### src/rtl/resv_sched_pip2.sv
// rtl/resv_sched_pip2.sv - scheduler for an 8-cell two-bank shift-compacting reservation station
//
// Purpose:
//   Tracks occupancy of the cell array, accepts decoder inserts at the tail,
//   grants at most one ready entry per cycle to either issue bank and drives
//   the cells' addr_insert / addr_shift / clear controls.
//   Cell 0 is the oldest entry; removing cell k shifts cells k..7 down by one.
//
// Ports:
//   clk, clear_n              clock, asynchronous active-low reset
//   cand0_bus, cand1_bus      per-cell candidate codes per bank (unused_cd = not ready)
//   dec_valid / dec_ready     decoder insert handshake
//   iss0_ready / iss0_valid   bank0 pipe handshake (valid is the grant)
//   iss1_ready / iss1_valid   bank1 pipe handshake
//   iss_sel                   granted cell index, unused_cd when idle
//   addr_shift, addr_insert   cell array controls, unused_cd when idle
//   cell_clear                clears every cell (INIT and FLUSH)
//   flush                     squash all entries
//   occ                       current occupancy
//   stat_issue_cnt/full_cnt   statistics counters
//
// Configuration:
//   RESV_SCHED_STATS_EN       when defined, builds the two statistics counters;
//                             otherwise both stat outputs are tied to zero.

module resv_sched_pip2 #(
   parameter int                 N_CELL    = 8,
   parameter int                 W_ident   = 4,
   parameter int                 W_cnt     = 4,
   parameter logic [W_ident-1:0] unused_cd = {W_ident{1'b1}}
) (
   input  logic                      clk,
   input  logic                      clear_n,
   input  logic [N_CELL*W_ident-1:0] cand0_bus,
   input  logic [N_CELL*W_ident-1:0] cand1_bus,
   input  logic                      dec_valid,
   output logic                      dec_ready,
   input  logic                      iss0_ready,
   output logic                      iss0_valid,
   input  logic                      iss1_ready,
   output logic                      iss1_valid,
   output logic [W_ident-1:0]        iss_sel,
   output logic [W_ident-1:0]        addr_shift,
   output logic [W_ident-1:0]        addr_insert,
   output logic                      cell_clear,
   input  logic                      flush,
   output logic [W_cnt-1:0]          occ,
   output logic [31:0]               stat_issue_cnt,
   output logic [31:0]               stat_full_cnt
);

   typedef enum logic [2:0] {
      S_INIT   = 3'd0,
      S_EMPTY  = 3'd1,
      S_ACTIVE = 3'd2,
      S_FULL   = 3'd3,
      S_FLUSH  = 3'd4
   } state_t;

   state_t             state_q, state_d;
   logic [W_cnt-1:0]   occ_q, occ_d;
   logic               rr_q, rr_d;

   logic               run_st;
   logic               go;
   logic               found0, found1;
   logic [W_ident-1:0] idx0, idx1;
   logic               elig0, elig1;
   logic               grant0, grant1;
   logic               issue_fire;
   logic               dec_fire;
   logic [W_ident-1:0] sel;

   always_comb begin
      run_st = (state_q == S_EMPTY) || (state_q == S_ACTIVE) || (state_q == S_FULL);
      // flush in a run state suppresses both issue and insert for this cycle
      go     = run_st & ~flush;

      // Scan from the top down so the lowest (oldest) valid slice wins.
      // Slices at or above occ hold stale data and are ignored.
      found0 = 1'b0;
      found1 = 1'b0;
      idx0   = unused_cd;
      idx1   = unused_cd;
      for (int i = N_CELL - 1; i >= 0; i--) begin
         if ((W_cnt'(i) < occ_q) && (cand0_bus[i*W_ident +: W_ident] != unused_cd)) begin
            found0 = 1'b1;
            idx0   = W_ident'(i);
         end
         if ((W_cnt'(i) < occ_q) && (cand1_bus[i*W_ident +: W_ident] != unused_cd)) begin
            found1 = 1'b1;
            idx1   = W_ident'(i);
         end
      end

      elig0  = go & found0 & iss0_ready;
      elig1  = go & found1 & iss1_ready;
      // rr only breaks ties; a lone eligible bank always wins
      grant0 = elig0 & (~elig1 | ~rr_q);
      grant1 = elig1 & (~elig0 |  rr_q);
      issue_fire = grant0 | grant1;

      if (grant0)      sel = idx0;
      else if (grant1) sel = idx1;
      else             sel = unused_cd;

      // A full station can still accept when an issue frees a cell this cycle
      dec_ready = go & ((occ_q < W_cnt'(N_CELL)) | issue_fire);
      dec_fire  = dec_valid & dec_ready;

      // With a concurrent issue the tail moves down one; the cells give
      // insert priority over shift, so landing at occ-1 is correct.
      if (dec_fire) addr_insert = W_ident'(occ_q - W_cnt'(issue_fire));
      else          addr_insert = unused_cd;

      occ_d   = occ_q + W_cnt'(dec_fire) - W_cnt'(issue_fire);
      rr_d    = (elig0 & elig1) ? ~rr_q : rr_q;
      state_d = state_q;

      case (state_q)
         S_INIT, S_FLUSH: begin
            occ_d   = '0;
            rr_d    = rr_q;
            state_d = S_EMPTY;
         end
         default: begin
            if (flush) begin
               occ_d   = '0;
               state_d = S_FLUSH;
            end else if (occ_d == '0) begin
               state_d = S_EMPTY;
            end else if (occ_d == W_cnt'(N_CELL)) begin
               state_d = S_FULL;
            end else begin
               state_d = S_ACTIVE;
            end
         end
      endcase
   end

   always_ff @(posedge clk or negedge clear_n) begin
      if (!clear_n) begin
         state_q <= S_INIT;
         occ_q   <= '0;
         rr_q    <= 1'b0;
      end else begin
         state_q <= state_d;
         occ_q   <= occ_d;
         rr_q    <= rr_d;
      end
   end

   assign iss0_valid = grant0;
   assign iss1_valid = grant1;
   assign iss_sel    = sel;
   assign addr_shift = sel;
   // cell_clear comes straight from the state register
   assign cell_clear = (state_q == S_INIT) || (state_q == S_FLUSH);
   assign occ        = occ_q;

`ifdef RESV_SCHED_STATS_EN
   logic [31:0] issue_cnt_q, issue_cnt_d;
   logic [31:0] full_cnt_q,  full_cnt_d;
   logic        full_evt;

   always_comb begin
      // a flush cycle is not counted as backpressure
      full_evt    = (state_q == S_FULL) & dec_valid & ~dec_ready & ~flush;
      issue_cnt_d = issue_cnt_q + 32'(issue_fire);
      full_cnt_d  = full_cnt_q + 32'(full_evt);
   end

   always_ff @(posedge clk or negedge clear_n) begin
      if (!clear_n) begin
         issue_cnt_q <= '0;
         full_cnt_q  <= '0;
      end else begin
         issue_cnt_q <= issue_cnt_d;
         full_cnt_q  <= full_cnt_d;
      end
   end

   assign stat_issue_cnt = issue_cnt_q;
   assign stat_full_cnt  = full_cnt_q;
`else
   assign stat_issue_cnt = 32'd0;
   assign stat_full_cnt  = 32'd0;
`endif

endmodule

### config.mk
export PLATFORM = sky130hd
export DESIGN_NAME = resv_sched_pip2
export DESIGN_NICKNAME = d
export VERILOG_FILES = /design/src/rtl/resv_sched_pip2.sv
export SDC_FILE = /design/constraint.sdc
export NUM_CORES = 1
export LEC_CHECK = 0
export CAP_MARGIN = 20
export CORE_MARGIN = 4
export CORE_UTILIZATION = 45
export DETAILED_ROUTE_END_ITERATION = 16
export DONT_BUFFER_PORTS = 1
export PLACE_DENSITY = 0.66
export SLEW_MARGIN = 30
export SYNTH_ARGS = -nofsm -noshare
export SYNTH_HDL_FRONTEND = slang
export SYNTH_SLANG_ARGS = --single-unit
export TNS_END_PERCENT = 5
### constraint.sdc
create_clock -name clk -period 3.3 [get_ports clk]
set_input_delay 0.66 -clock clk [delete_from_list [all_inputs] [get_ports clk]]
set_output_delay 0.66 -clock clk [all_outputs]
set_load 0.02 [all_outputs]
==> metrics <==
clock network fraction of design power=3.6%; critical path class=register to output port; Yosys reg bits=8; Pwr per Cell Area=1150 mW/mm^2; Post-Synthesis Cells=186; Initial Util=47.7%; worst min path class=primary input to async pin; area grow syn2layout=25.1%; outcome=complete, but fails checks; DR vias/cell=4.75; first-pass GRT wire length=4.98 mm; DP Wirelength=3.34 mm; Slew headroom=66.2%; synthesized area per cell=7.95 sq um; Gate power share=87.7%; Die Y=65.3 microns; post-cts hold buffer count=0; routed vias=1293; Max FO, Critical Path=6; Ports=154; Synth top area share=34.5%; Max Cap Viol=0; clock buffer count from CTS=3; initial DRC count=51; worst setup margin=-207 ps; worst skew pair latency=270 ps; Switching Power=0.996 mW; largest net degree at the start of global routing=9; crit share post-route=106%; Least-Margin Pin Slew=506 ps; DRC=0; PortBufs=0; most common cell after layout, fill and taps aside=conb_1; WL/cell=13.9 microns; # setup viols final=14; Nets=310; ANT cells=0; CTS sink cnt=8; Most used DFF post-synth=dfrtp_1; core area=0.00310 sq mm; register area share after synthesis=13.5%; RSZ-0062 raised after global routing=yes; GP Congestion=0.751; EDFF count, synth=0; number of distinct library cells after synthesis=40; worst path required time=2640 ps; CTS tree=built; Root Buffer=clkbuf_4; DIE AREA=0.00427 sq mm; P_int=1.13 mW; CP endpoint kind=output port; worst vdd ir=0.000527 V; Slew Limit Fails=0; failing checks=setup timing; sw frac=46.9%; synthesized area=0.00148 sq mm; Tot Pwr=2.12 mW; Worst EP arrival=2850 ps; Async SR Flop Fraction=100%; layout cell share with drive strength beyond 1=39.5%; vias in the first global route=1090; Synth area leaders=buf_4 (35%), dfrtp_1 (14%), ha_1 (7.6%), a41oi_1 (4.7%), nor2_1 (3.8%); commonest non-fill, non-tap cells in the layout=conb_1 (64), buf_4 (42), nor2_1 (15); dominant cell type by area after synthesis=buf_4; grt total ovfl=0; CP startpoint kind=register; Ys Warns=0; die width=65.3 microns; maximum clock frequency=285 MHz; CTS H-Tree Depth=1; Layout Skew=14.3 ps; Reg clk slew, reported paths=60 ps; initial antenna violation count=0; Routed Antenna Nets=0; setup slack at placement=-142 ps; Seq pwr share=8.7%; Fin. Hold Viols=0; Core Rows=20; leakage=0.886 nW; reg2reg path depth=17; clk buf depth=2; 1st-pass router iterations=4; final WL=3.79 mm; min Tclk post-route=3510 ps; gr usage total=15.0%
path summary, 6_finish.rpt:
check	startpoint	slack, ps	to
hold / removal	clear_n	80	occ[2]
max in group asynchronous	clear_n	3120	occ[3]
hold reg to reg	rr_q	520	rr_q
setup / recovery	occ[2]	-210	addr_insert[3]
min in group clk	rr_q	520	rr_q
setup reg to reg	occ[2]	-120	state_q[1]
through the flow:
stage | hold slack [ps] | instance area [sq um] | util [%] | setup TNS [ps] | instances
3_3_place_gp | 365 | 1670 | 53.7 | -256 | 263
3_5_place_dp | 365 | 1670 | 53.7 | -486 | 263
2_1_floorplan | 364 | 1830 | - | -1520 | 249
6_report | 82.2 | 1850 | 59.6 | -1670 | 272
4_1_cts | 79.2 | 1780 | 57.3 | -1010 | 270
5_1_grt | 63.4 | 1850 | 59.6 | -4010 | 272
synth_stat cells, types with 2 or more instances:
cell and count:
a21boi_0 2, a21oi_1 4, a21oi_2 2, a22oi_1 3, a31oi_1 2, a41oi_1 8, and2_1 2, and4_1 3
buf_4 68, dfrtp_1 8, ha_1 9, inv_1 11, nand2_1 6, nand2b_1 3, nand3_1 3, nand4_1 6
nor2_1 15, nor3_1 3, nor3b_1 2, o31ai_1 3, or4_1 2, xnor2_1 3
layout make-up:
type	count	area [sq um]
fillers	267	1250
multi-input cells	160	1160
repair buffers	45	358
flip-flops and latches	8	203
well taps	44	55.1
inverters	12	47.5
clock buffers	3	22.5
critical path: stages, from the launching register on:
cell	delay [ps]
dfrtp_2	420
inv_2	80
ha_4	180
a21boi_4	220
a41oi_2	60
or4_4	550
o211ai_1	240
and2_4	200
inv_4	50
ha_4	160
a211oi_1	300
a21oi_2	120
cell families (layout without fill, tap and decap cells):
logic type                 count (synthesis)  in the layout  synth area share, %
xor gates and xnor gates                   4              4                 2.37
other                                      1             64                0.254
adders and majority gates                 10             10                 8.97
AOI/OAI and AO/OA                         34             34                 19.0
DFF                                        8              8                 13.5
and+or+nand+nor                           48             48                 17.6
buffers and inverters                     81             60                 38.3
registers in the layout (all words and copies together) (netlist names):
name / cells
occ: 4
rr_q: 1
state_q: 3
layer usage:
layer | vias to the layer above | wire [microns] | track usage [%]
li1 | 609 | - | -
met1 | 587 | 1470 | 18.6
met2 | 95 | 1870 | 26.5
met3 | 2 | 436 | 4.79
met4 | 0 | 12 | 0.777
met5 | - | 0 | 0
power groups by stage:
stage | logic [mW] | registers (mW) | clock network (mW)
finish | 1.86 | 0.185 | 0.0774
CTS | 1.74 | 0.184 | 0.0795
detailed placement | 1.60 | 0.183 | 0
floorplan | 1.10 | 0.210 | 0
global route | 2.03 | 0.189 | 0.0889
global placement | 1.59 | 0.182 | 0
timing repair:
item | 4_1_cts | 5_1_grt
pin swaps | 7 | 8
setup endpoints to repair | 14 | 17
setup buffers | 4 | 2
resized for setup | 14 | 9
Note: power is estimated with default switching activity, not from simulation.
